==> config.mk <==
export PLATFORM = sky130hd
export DESIGN_NAME = calf_node_iface
export DESIGN_NICKNAME = d
export VERILOG_FILES = /design/src/rtl/calf_node_iface.sv
export SDC_FILE = /design/constraint.sdc
export NUM_CORES = 1
export LEC_CHECK = 0
export ABC_CLOCK_PERIOD_IN_PS = 3120
export CAP_MARGIN = 40
export CORE_UTILIZATION = 45
export DETAILED_ROUTE_END_ITERATION = 6
export PLACE_DENSITY_LB_ADDON = 0.25
export SLEW_MARGIN = 20
export SYNTH_ARGS = -nofsm -noshare
export SYNTH_HDL_FRONTEND = slang
export SYNTH_SLANG_ARGS = --single-unit
==> constraint.sdc <==
create_clock -name clk -period 3.12 [get_ports clk]
set_input_delay 0.312 -clock clk [delete_from_list [all_inputs] [get_ports clk]]
set_output_delay 0.312 -clock clk [all_outputs]
set_load 0.01 [all_outputs]
==> src/rtl/calf_node_iface.sv <==
// Node-side network interface for a brouter local port: an injection FIFO toward port4,
// an ejection FIFO from port4 with a sticky overflow flag, and a head-of-line starvation monitor.
module calf_node_iface #(
    parameter int CTRL_W    = 64,
    parameter int VALID_BIT = 63,
    parameter int IQ_DEPTH  = 4,
    parameter int EQ_DEPTH  = 4,
    parameter int STARVE_W  = 8,
    parameter int STARVE_TH = 32
) (
    input  logic                       clk,
    input  logic                       rst_n,
    input  logic [CTRL_W-1:0]          core_in_flit,
    input  logic                       core_in_valid,
    output logic                       core_in_ready,
    output logic [CTRL_W-1:0]          port4_ci,
    input  logic                       port4_ack,
    input  logic [CTRL_W-1:0]          port4_co,
    output logic [CTRL_W-1:0]          core_out_flit,
    output logic                       core_out_valid,
    input  logic                       core_out_ready,
    output logic [$clog2(IQ_DEPTH):0]  inj_count,
    output logic                       inj_starve,
    output logic                       ej_overflow
);
    localparam int IQ_PW = $clog2(IQ_DEPTH);
    localparam int IQ_CW = IQ_PW + 1;
    localparam int EQ_PW = $clog2(EQ_DEPTH);
    localparam int EQ_CW = EQ_PW + 1;

    logic [CTRL_W-1:0]   iq_mem_q [IQ_DEPTH];
    logic [CTRL_W-1:0]   iq_mem_d [IQ_DEPTH];
    logic [IQ_PW-1:0]    iq_wr_q, iq_wr_d, iq_rd_q, iq_rd_d;
    logic [IQ_CW-1:0]    iq_cnt_q, iq_cnt_d;
    logic                iq_full, iq_empty, iq_push, iq_pop;

    logic [CTRL_W-1:0]   eq_mem_q [EQ_DEPTH];
    logic [CTRL_W-1:0]   eq_mem_d [EQ_DEPTH];
    logic [EQ_PW-1:0]    eq_wr_q, eq_wr_d, eq_rd_q, eq_rd_d;
    logic [EQ_CW-1:0]    eq_cnt_q, eq_cnt_d;
    logic                eq_full, eq_empty, eq_req, eq_push, eq_pop;
    logic                ovf_q, ovf_d;

    logic [STARVE_W-1:0] starve_cnt_q, starve_cnt_d;
    logic                starve_q, starve_d;

    // Injection side: ready comes from the registered count only, so a full queue
    // cannot take a new flit in the same cycle its head is acked.
    always_comb begin
        iq_full       = (iq_cnt_q == IQ_CW'(IQ_DEPTH));
        iq_empty      = (iq_cnt_q == '0);
        core_in_ready = rst_n & ~iq_full;
        iq_push       = core_in_valid & ~iq_full;
        iq_pop        = ~iq_empty & port4_ack;
        port4_ci      = iq_empty ? '0 : iq_mem_q[iq_rd_q];
        inj_count     = iq_cnt_q;

        iq_mem_d = iq_mem_q;
        if (iq_push) iq_mem_d[iq_wr_q] = core_in_flit;
        iq_wr_d = iq_push ? iq_wr_q + IQ_PW'(1) : iq_wr_q;
        iq_rd_d = iq_pop  ? iq_rd_q + IQ_PW'(1) : iq_rd_q;
        case ({iq_push, iq_pop})
            2'b10:   iq_cnt_d = iq_cnt_q + IQ_CW'(1);
            2'b01:   iq_cnt_d = iq_cnt_q - IQ_CW'(1);
            default: iq_cnt_d = iq_cnt_q;
        endcase
    end

    always_comb begin
        if (iq_empty || iq_pop)
            starve_cnt_d = '0;
        else if (starve_cnt_q != '1)
            starve_cnt_d = starve_cnt_q + STARVE_W'(1);
        else
            starve_cnt_d = starve_cnt_q;
        starve_d   = (starve_cnt_d >= STARVE_W'(STARVE_TH));
        inj_starve = starve_q;
    end

    // Ejection side: the router cannot be stalled, so a flit arriving at a full queue
    // is accepted only if the core frees a slot in the same cycle; otherwise it is lost.
    always_comb begin
        eq_full        = (eq_cnt_q == EQ_CW'(EQ_DEPTH));
        eq_empty       = (eq_cnt_q == '0);
        eq_req         = port4_co[VALID_BIT];
        eq_pop         = ~eq_empty & core_out_ready;
        eq_push        = eq_req & (~eq_full | eq_pop);
        ovf_d          = ovf_q | (eq_req & eq_full & ~eq_pop);
        core_out_valid = ~eq_empty;
        core_out_flit  = eq_empty ? '0 : eq_mem_q[eq_rd_q];
        ej_overflow    = ovf_q;

        eq_mem_d = eq_mem_q;
        if (eq_push) eq_mem_d[eq_wr_q] = port4_co;
        eq_wr_d = eq_push ? eq_wr_q + EQ_PW'(1) : eq_wr_q;
        eq_rd_d = eq_pop  ? eq_rd_q + EQ_PW'(1) : eq_rd_q;
        case ({eq_push, eq_pop})
            2'b10:   eq_cnt_d = eq_cnt_q + EQ_CW'(1);
            2'b01:   eq_cnt_d = eq_cnt_q - EQ_CW'(1);
            default: eq_cnt_d = eq_cnt_q;
        endcase
    end

    always_ff @(posedge clk or negedge rst_n) begin
        if (!rst_n) begin
            iq_wr_q      <= '0;
            iq_rd_q      <= '0;
            iq_cnt_q     <= '0;
            eq_wr_q      <= '0;
            eq_rd_q      <= '0;
            eq_cnt_q     <= '0;
            ovf_q        <= 1'b0;
            starve_cnt_q <= '0;
            starve_q     <= 1'b0;
        end else begin
            iq_wr_q      <= iq_wr_d;
            iq_rd_q      <= iq_rd_d;
            iq_cnt_q     <= iq_cnt_d;
            eq_wr_q      <= eq_wr_d;
            eq_rd_q      <= eq_rd_d;
            eq_cnt_q     <= eq_cnt_d;
            ovf_q        <= ovf_d;
            starve_cnt_q <= starve_cnt_d;
            starve_q     <= starve_d;
        end
    end

    // Storage needs no reset: outputs are masked to zero whenever a queue is empty.
    always_ff @(posedge clk) begin
        iq_mem_q <= iq_mem_d;
        eq_mem_q <= eq_mem_d;
    end
endmodule

==> run metrics, run 1 <==
Async SR Flop Fraction=0.04478; Synth Flop Type=edfxtp_1; Seq cells post-synth=536; length in cells of the worst reg-to-reg path=9; htree depth=2; hold depth=1; most common cell in the synthesized netlist=edfxtp_1; met1 WL=17400 microns; number of CTS-inserted buffers=54; worst reg-to-reg setup slack=0.80 ns; vias per std cell=between 5 and 6; DR pass1 iterations=5; # hold bufs at CTS=0; hold crit path type=input pin to register; RR Startpoint=eq_cnt_q[0]; Layout Skew=around 0.012 ns; Worst Path Required=roughly 2.8 ns; P per Cell Area=between 900 and 1000 nW/um^2; DR iter-0 viols=just under 700; DRC viols=0; clk_lat worst skew=0.58 ns; post-synthesis average cell area=about 22 sq um; RSZ-0062 raised after global routing=no; CP Data Arrival Time=2.62 ns; post-synth top area share=0.7453; Clock Path Buffers=3; final wirelength=around 41000 microns; final setup violation count=0; clk slew on worst S/H paths=0.06 ns; critical path class=register to output port; WP buf/inv=2; FP Rows=between 70 and 80; achievable clock frequency=between 300 and 400 MHz; hold_sp=core_in_flit[36]; vias in the first global route=10520; switching pwr=0.007366 W; WL/cell=roughly 21 microns; Fin. Hold Viols=0; DR top layer=met5; top cells by area, synth=edfxtp_1 75%, mux4_2 14%, dfrtp_1 2.9%; Slowest-stage cell, CP=dfrtp_4; layout cells sized above 1=0.2173; number of synthesized flops with an enable pin=about 510; Netlist cell types=40; Die W=around 220 microns; dpl hpwl=around 25000 microns; worst r2r dst=eq_cnt_q[2]; Logic pwr share=0.369; Cells after DPL=~1800; worst slew pin tran=0.5798 ns; area grow syn2layout=28.00%; DRT antenna net count=0; Hold EP=iq_mem_q[164]; CTS Root Cell=clkbuf_16; gr ovfl total=0; Leak=about 8.8 nW; Clk pwr share=0.252; total of max-cap violations=0; largest net degree at the start of global routing=66; Synth Net Count=around 1100; synthesis warning total=0; Post-Synthesis Cells=between 900 and 1000; Setup crit start kind=register; crit-path leading delay family=buffers and inverters; number of I/O port buffers=around 270; Slew Limit Fails=0; Sequential Power Share=0.378; switching share of power=0.2806; post-synth top area cell=edfxtp_1; met2 wire length=approximately 20000 microns; Non-Filler Instances=1917; initial antenna violation count=3; synthesized area=20630 sq um; cells along the critical path=buf_12, mux4_2, nor2b_1, clkdlybuf4s50_1; max incr delay on CP=roughly 0.60 ns; fin crit share=0.9399; max_slew headroom=0.6127; Starting Density=0.4556; Final GP Congestion=0.7287; Die ar.=46700 sq um; CTS sink cnt=between 500 and 600; Final Critical Period=slightly below 3 ns; crit path max fanout=15; final cell utilization of the core=0.5831; first-pass GRT wire length=approximately 63000 microns; WHS=about 0.36 ns; Vias=approximately 10000; Core ar.=roughly 45000 sq um; CTS tree=yes; Pint=0.01889 W; io pins=about 270; Seq/Total Area, Yosys=0.7744; status=completed; final net count=1417; most instantiated cells after synthesis=512 x edfxtp_1, 128 x mux4_2, 74 x and2_1; die height=216.1 microns; setup_tns=0 ns; Overall Global Routing Usage=0.1788; met3 WL=3104 microns; Peak VDD IR=approximately 0.67 mV; crit end category=output port
## worst max-delay path by stage
stage	from	to	slack (ns)	depth (start not counted)
5_1_grt	eq_rd_q[0]	core_out_flit[7]	0.06	4
3_3_place_gp	iq_rd_q[0]	port4_ci[52]	0.50	4
4_1_cts	eq_rd_q[0]	core_out_flit[7]	0.04	4
2_1_floorplan	inj_count[0]	iq_mem_q[0]	0.24	3
3_5_place_dp	iq_rd_q[0]	port4_ci[33]	0.48	4
6_report	iq_rd_q[0]	port4_ci[33]	0.19	4
## cell type report
class | count | area [sq um]
Multi-Input combinational cell | 344 | 4364
Sequential cell | 536 | 15990
Timing Repair Buffer | 323 | 3388
Antenna cell | 1 | 2.502
Tap cell | 600 | 750.7
Clock buffer | 66 | 1510
Fill cell | 3382 | 18880
Clock inverter | 35 | 359.1
Inverter | 12 | 45.04
## layout by cell type, fill, tap and decap left out, drive strengths merged, types with 2 or more instances in the layout
cell	netlist	routed
clkbuf	16	66
or2	2	2
a21oi	2	2
nand2	7	7
edfxtp	512	512
clkinv	0	23
nor2b	66	66
inv	12	14
mux4	128	128
dfrtp	24	24
xnor2	7	7
a21boi	2	2
clkinvlp	0	3
ha	11	11
bufinv	0	7
and2	74	74
nand3	3	3
buf	28	56
o21ai	7	7
xor2	7	7
a31oi	2	2
nor2	9	9
clkdlybuf4s50	0	267
nor3	3	3
fa	2	2
## state kept, by name (all words and copies together) (netlist names)
name          count
iq_mem_q        256
inj_count         3
iq_wr_q           2
ej_overflow       1
eq_cnt_q          3
iq_rd_q           2
starve_cnt_q      8
eq_wr_q           2
eq_mem_q        256
eq_rd_q           2
inj_starve        1
## kinds of logic after synthesis
group | after synthesis | synth area share
flops | 536 | 0.7744
mux | 129 | 0.1402
fa+ha+maj | 13 | 0.008612
xor+xnor | 14 | 0.005944
compound gates | 17 | 0.005337
simple gates | 171 | 0.05034
buf+inv | 56 | 0.01516
## power groups by stage
stage          Combinational (W)  Clock, W  Sequential [W]
2_1_floorplan            0.00524         0         0.00991
3_3_place_gp             0.00947         0          0.0101
3_5_place_dp             0.00949         0          0.0102
4_1_cts                  0.00973   0.00683         0.00999
5_1_grt                   0.0104   0.00710          0.0101
6_report                 0.00969   0.00663         0.00994
## layer usage
| metal | global-route usage | up-vias |
|---|---|---|
| met2 | 0.2824 | 286 |
| met5 | 0 | - |
| met3 | 0.05361 | 52 |
| met4 | 0.04366 | 4 |
| met1 | 0.2450 | 5152 |
| li1 | - | 4467 |
## per-stage QoR
stage	total power (W)	instance area, sq um	worst slack, ns
3_3_place_gp	0.01961	24360	0.4971
5_1_grt	0.02758	26410	0.06064
4_1_cts	0.02655	26280	0.03770
6_report	0.02626	26410	0.1875
2_1_floorplan	0.01515	20630	0.2425
3_5_place_dp	0.01971	24360	0.4818
## what timing repair did
action                     in CTS  in global routing
buffers inserted                2                 16
setup endpoints to repair      91                 13
cloned                          0                  0
gates resized for setup         0                  1
Note: power is estimated with default switching activity, not from simulation.
==> run 2, diff against run 1 <==
CELL_PAD_IN_SITES_DETAIL_PLACEMENT = 0   (was default)
CELL_PAD_IN_SITES_GLOBAL_PLACEMENT = 1   (was default)
CTS_CLUSTER_DIAMETER = 40   (was default)
CTS_CLUSTER_SIZE = 28   (was default)
==> run metrics, run 2 (same netlist as run 1, synthesis figures left out) <==
clk slew on worst S/H paths=approximately 0.06 ns; Clk pwr share=0.294; Worst Path Required=~2.8 ns; Logic pwr share=0.349; DR iter-0 viols=518; Overall Global Routing Usage=0.1808; clk_lat worst skew=0.59 ns; Peak VDD IR=~0.67 mV; CTS tree=yes; final wirelength=approximately 40000 microns; status=completed; io pins=~270; fin crit share=0.9539; gr ovfl total=0; RSZ-0062 raised after global routing=no; CTS Root Cell=clkbuf_16; max_slew headroom=0.5914; final net count=between 1000 and 1500; Clock Path Buffers=3; cells along the critical path=or3_2, buf_12, and2_1, clkdlybuf4s50_1; Pint=around 0.02 W; Die ar.=46700 sq um; hold crit path type=input pin to async pin; critical path class=register to output port; FP Rows=78; DRC viols=0; number of I/O port buffers=~270; Final Critical Period=2.976 ns; P per Cell Area=1028 nW/um^2; Fin. Hold Viols=0; Starting Density=0.4556; commonest non-fill, non-tap cell in the layout=edfxtp_1; vias per std cell=between 5 and 6; Setup crit start kind=register; Slowest-stage cell, CP=or3_2; initial antenna violation count=4; final worst setup slack=0.1438 ns; CTS sink cnt=around 540; switching pwr=a little under 0.008 W; largest registers=eq_mem_q x256, iq_mem_q x256, starve_cnt_q x8; DRT antenna net count=0; Slew Limit Fails=0; Layout Skew=approximately 0.020 ns; total of max-cap violations=0; largest net degree at the start of global routing=55; Core ar.=about 45000 sq um; pre-CTS setup slack=between 0.4 and 0.5 ns; vias in the first global route=between 10000 and 15000; final setup violation count=0; crit end category=output port; htree depth=3; crit path max fanout=54; die height=216.1 microns; max incr delay on CP=roughly 0.66 ns; Vias=10020; worst slew pin tran=approximately 0.61 ns; dpl hpwl=about 24000 microns; Die W=roughly 220 microns; Final GP Congestion=0.7091; DR pass1 iterations=4; Sequential Power Share=0.356; commonest cells after routing, fill and taps aside=512 x edfxtp_1, 267 x clkdlybuf4s50_1, 128 x mux4_2; setup_tns=0 ns; WL/cell=21.10 microns; first-pass GRT wire length=between 60000 and 70000 microns; achievable clock frequency=~340 MHz; switching share of power=0.2850; CP Data Arrival Time=between 2 and 3 ns; number of CTS-inserted buffers=70; Leak=about 9.0 nW; fillers=approximately 3300; area grow syn2layout=29.92%; layout cells sized above 1=0.2273
run 2: what timing repair did:
| item | 4_1_cts | 5_1_grt |
|---|---|---|
| endpoints found under the hold margin | 0 | 0 |
| buffers inserted | 1 | 5 |
| cloned | 0 | 0 |
| resized for setup | 0 | 1 |
| hold buffers | 0 | 0 |
| setup endpoints to repair | 45 | 10 |
run 2: power by group through the flow:
stage	combinational [W]	clock [W]	sequential, W
3_3_place_gp	0.00958	0	0.0100
3_5_place_dp	0.00957	0	0.0101
2_1_floorplan	0.00524	0	0.00991
5_1_grt	0.0104	0.00862	0.00994
6_report	0.00963	0.00812	0.00981
4_1_cts	0.00972	0.00831	0.00989
run 2: worst max-delay path: cells and delay by family (launching register included):
kind | cells | cell delay, ns
and+or+nand+nor | 2 | 0.84
buffers and inverters | 2 | 0.80
DFF | 1 | 0.41
run 2: routing by layer:
metal / track usage / part of all wire
met1: 0.2311 / 0.41
met4: 0.06455 / 0.020
met5: 0 / 0
met3: 0.05853 / 0.080
met2: 0.2909 / 0.49
run 2: metrics by stage:
stage,instances,area (sq um),hold WS [ns],total power [W],util
floorplan,936,20630,0.01641,0.01515,-
global placement,1793,24290,0.4593,0.01957,0.5363
detailed placement,1793,24290,0.4550,0.01964,0.5363
CTS,1919,26730,0.1160,0.02792,0.5902
global route,1925,26790,0.1515,0.02892,0.5917
finish,1928,26800,0.1266,0.02756,0.5919
run 2: area by class of cell:
cell class                 count  area (sq um)  area share
sequential                   536         15990      0.5964
multi-input combinational    344          4364      0.1628
timing repair buffer         307          3234      0.1207
clock buffer                  77          1842     0.06872
tap                          600         750.7     0.02801
clock inverter                48         570.5     0.02129
inverter                      12         45.04    0.001681
antenna                        4         10.01   0.0003735
run 2: final timing paths:
| check | end | slack, ns | cells past startpoint | startpoint |
|---|---|---|---|---|
| worst max-delay path | core_out_flit[58] | 0.14 | 4 | eq_cnt_q[0] |
| worst min-delay path | inj_count[0] | 0.13 | 2 | rst_n |
| worst max register to register | eq_cnt_q[2] | 0.64 | 9 | eq_cnt_q[0] |
| worst min register to register | ej_overflow | 0.46 | 1 | ej_overflow |
| max in group asynchronous | iq_rd_q[0] | 2.70 | 2 | rst_n |
| min in group clk | eq_mem_q[133] | 0.35 | 1 | port4_co[5] |
==> run 3, diff against run 2 <==
CORE_MARGIN = 3   (was default)
HOLD_SLACK_MARGIN = 0.12   (was default)
==> run metrics, run 3 (same netlist as run 1, synthesis figures left out) <==
final net count=between 1000 and 1500; Pint=~0.020 W; Slowest-stage cell, CP=or3_2; Slew Limit Fails=0; WP buf/inv=2; setup_tns=0 ns; total of max-cap violations=0; Register Area=15990 sq um; switching share of power=0.2834; Leak=about 8.9 nW; vias per std cell=approximately 5.2; first-pass GRT wire length=about 63000 microns; status=completed; RSZ-0062 raised after global routing=no; Final GP Congestion=slightly above 0.7; DR iter-0 viols=between 700 and 800; RR Startpoint=eq_cnt_q[0]; area grow syn2layout=29.29%; clk_lat worst skew=about 0.57 ns; Resized cells post-CTS=0; Setup crit start kind=register; FP Rows=between 70 and 80; length in cells of the worst reg-to-reg path=8; htree depth=3; Non-Filler Instances=roughly 1900; final wirelength=slightly above 40000 microns; achievable clock frequency=roughly 340 MHz; vias in the first global route=approximately 11000; Die ar.=roughly 48000 sq um; met3 WL=3115 microns; max incr delay on CP=0.66 ns; # hold bufs at CTS=0; Final Critical Period=2.946 ns; Cells after DPL=about 1800; switching pwr=about 0.0077 W; commonest non-fill, non-tap cell in the layout=edfxtp_1; Starting Density=0.4615; CP Data Arrival Time=roughly 2.6 ns; Fin. Hold Viols=0; layout cells sized above 1=0.2256; final setup violation count=0; worst slew pin tran=between 0.5 and 0.6 ns; CTS sink cnt=between 500 and 600; Sequential Power Share=0.359; CTS Root Cell=clkbuf_16; Vias=about 10000; Clock Path Buffers=3; commonest cells after routing, fill and taps aside=512 x edfxtp_1, 267 x clkdlybuf4s50_1, 128 x mux4_2; WL/cell=between 20 and 25 microns; CTS tree=yes; largest registers=eq_mem_q x256, iq_mem_q x256, starve_cnt_q x8; multi-input logic area=about 4400 sq um; number of I/O port buffers=about 270; crit-path leading delay family=simple AND/OR/NAND/NOR gates; dpl hpwl=about 25000 microns; met2 wire length=20220 microns; number of CTS-inserted buffers=68; Overall Global Routing Usage=0.1741; die height=roughly 220 microns; Logic pwr share=0.351; DRT antenna net count=0; DR pass1 iterations=5; Die W=around 220 microns; max_slew headroom=0.6284; fillers=between 3000 and 4000; worst reg-to-reg setup slack=approximately 0.8 ns; Peak VDD IR=approximately 0.57 mV; WHS=approximately 0.38 ns; cells along the critical path=or3_2, buf_12, and2_1, clkdlybuf4s50_1; final cell utilization of the core=0.5966; largest net degree at the start of global routing=66; fin crit share=0.9442; worst r2r dst=eq_cnt_q[2]; DRC viols=0; hold crit path type=input pin to async pin; Core ar.=44700 sq um; Clk pwr share=0.290; crit end category=output port; Worst Path Required=about 2.8 ns; P per Cell Area=between 1000 and 1500 nW/um^2; gr ovfl total=0; Layout Skew=approximately 0.016 ns; DR top layer=met5; crit path max fanout=54; Setup crit start=eq_cnt_q[0]; io pins=268; initial antenna violation count=1; critical path class=register to output port; met1 WL=around 17000 microns; clk slew on worst S/H paths=about 0.050 ns
==> run 3: what timing repair did <==
action                                  in CTS  in global routing
endpoints found under the setup margin       0                  6
setup buffers                                0                  3
endpoints found under the hold margin        0                  0
==> run 3: area by class of cell <==
type                            instances  area share
Inverter                               12    0.001689
Multi-Input combinational cell        344      0.1634
Sequential cell                       536      0.5993
Tap cell                              592     0.02777
Antenna cell                            1  0.00009382
Clock inverter                         46     0.02031
Timing Repair Buffer                  308      0.1202
Clock buffer                           75     0.06718
==> run 3: metal layers <==
layer	vias to the layer above	track usage
met5	-	0
met4	2	0.04786
met3	54	0.04854
met2	292	0.2771
met1	5186	0.2397
li1	4467	-
==> run 3: stage by stage <==
stage | worst slack, ns | cell area (sq um) | power (W)
after floorplan | 0.2425 | 20630 | 0.01515
after global placement | 0.5638 | 24310 | 0.01965
after detailed placement | 0.5032 | 24310 | 0.01972
after CTS | 0.04357 | 26650 | 0.02775
after global routing | 0.03789 | 26670 | 0.02870
final | 0.1742 | 26670 | 0.02729
==> run 3: how the worst max path moves through the flow <==
stage	slack [ns]	to	cells past startpoint
CTS	0.04	port4_ci[23]	4
detailed placement	0.50	eq_cnt_q[2]	10
global route	0.04	core_out_flit[62]	4
global placement	0.56	eq_cnt_q[2]	10
finish	0.17	core_out_flit[62]	4
floorplan	0.24	iq_mem_q[0]	3
==> run 3: power groups by stage <==
| stage | clock [W] | sequential [W] | combinational [W] |
|---|---|---|---|
| 2_1_floorplan | 0 | 0.00991 | 0.00524 |
| 3_3_place_gp | 0 | 0.00993 | 0.00972 |
| 3_5_place_dp | 0 | 0.0100 | 0.00971 |
| 4_1_cts | 0.00810 | 0.00987 | 0.00978 |
| 5_1_grt | 0.00841 | 0.00993 | 0.0104 |
| 6_report | 0.00790 | 0.00981 | 0.00958 |
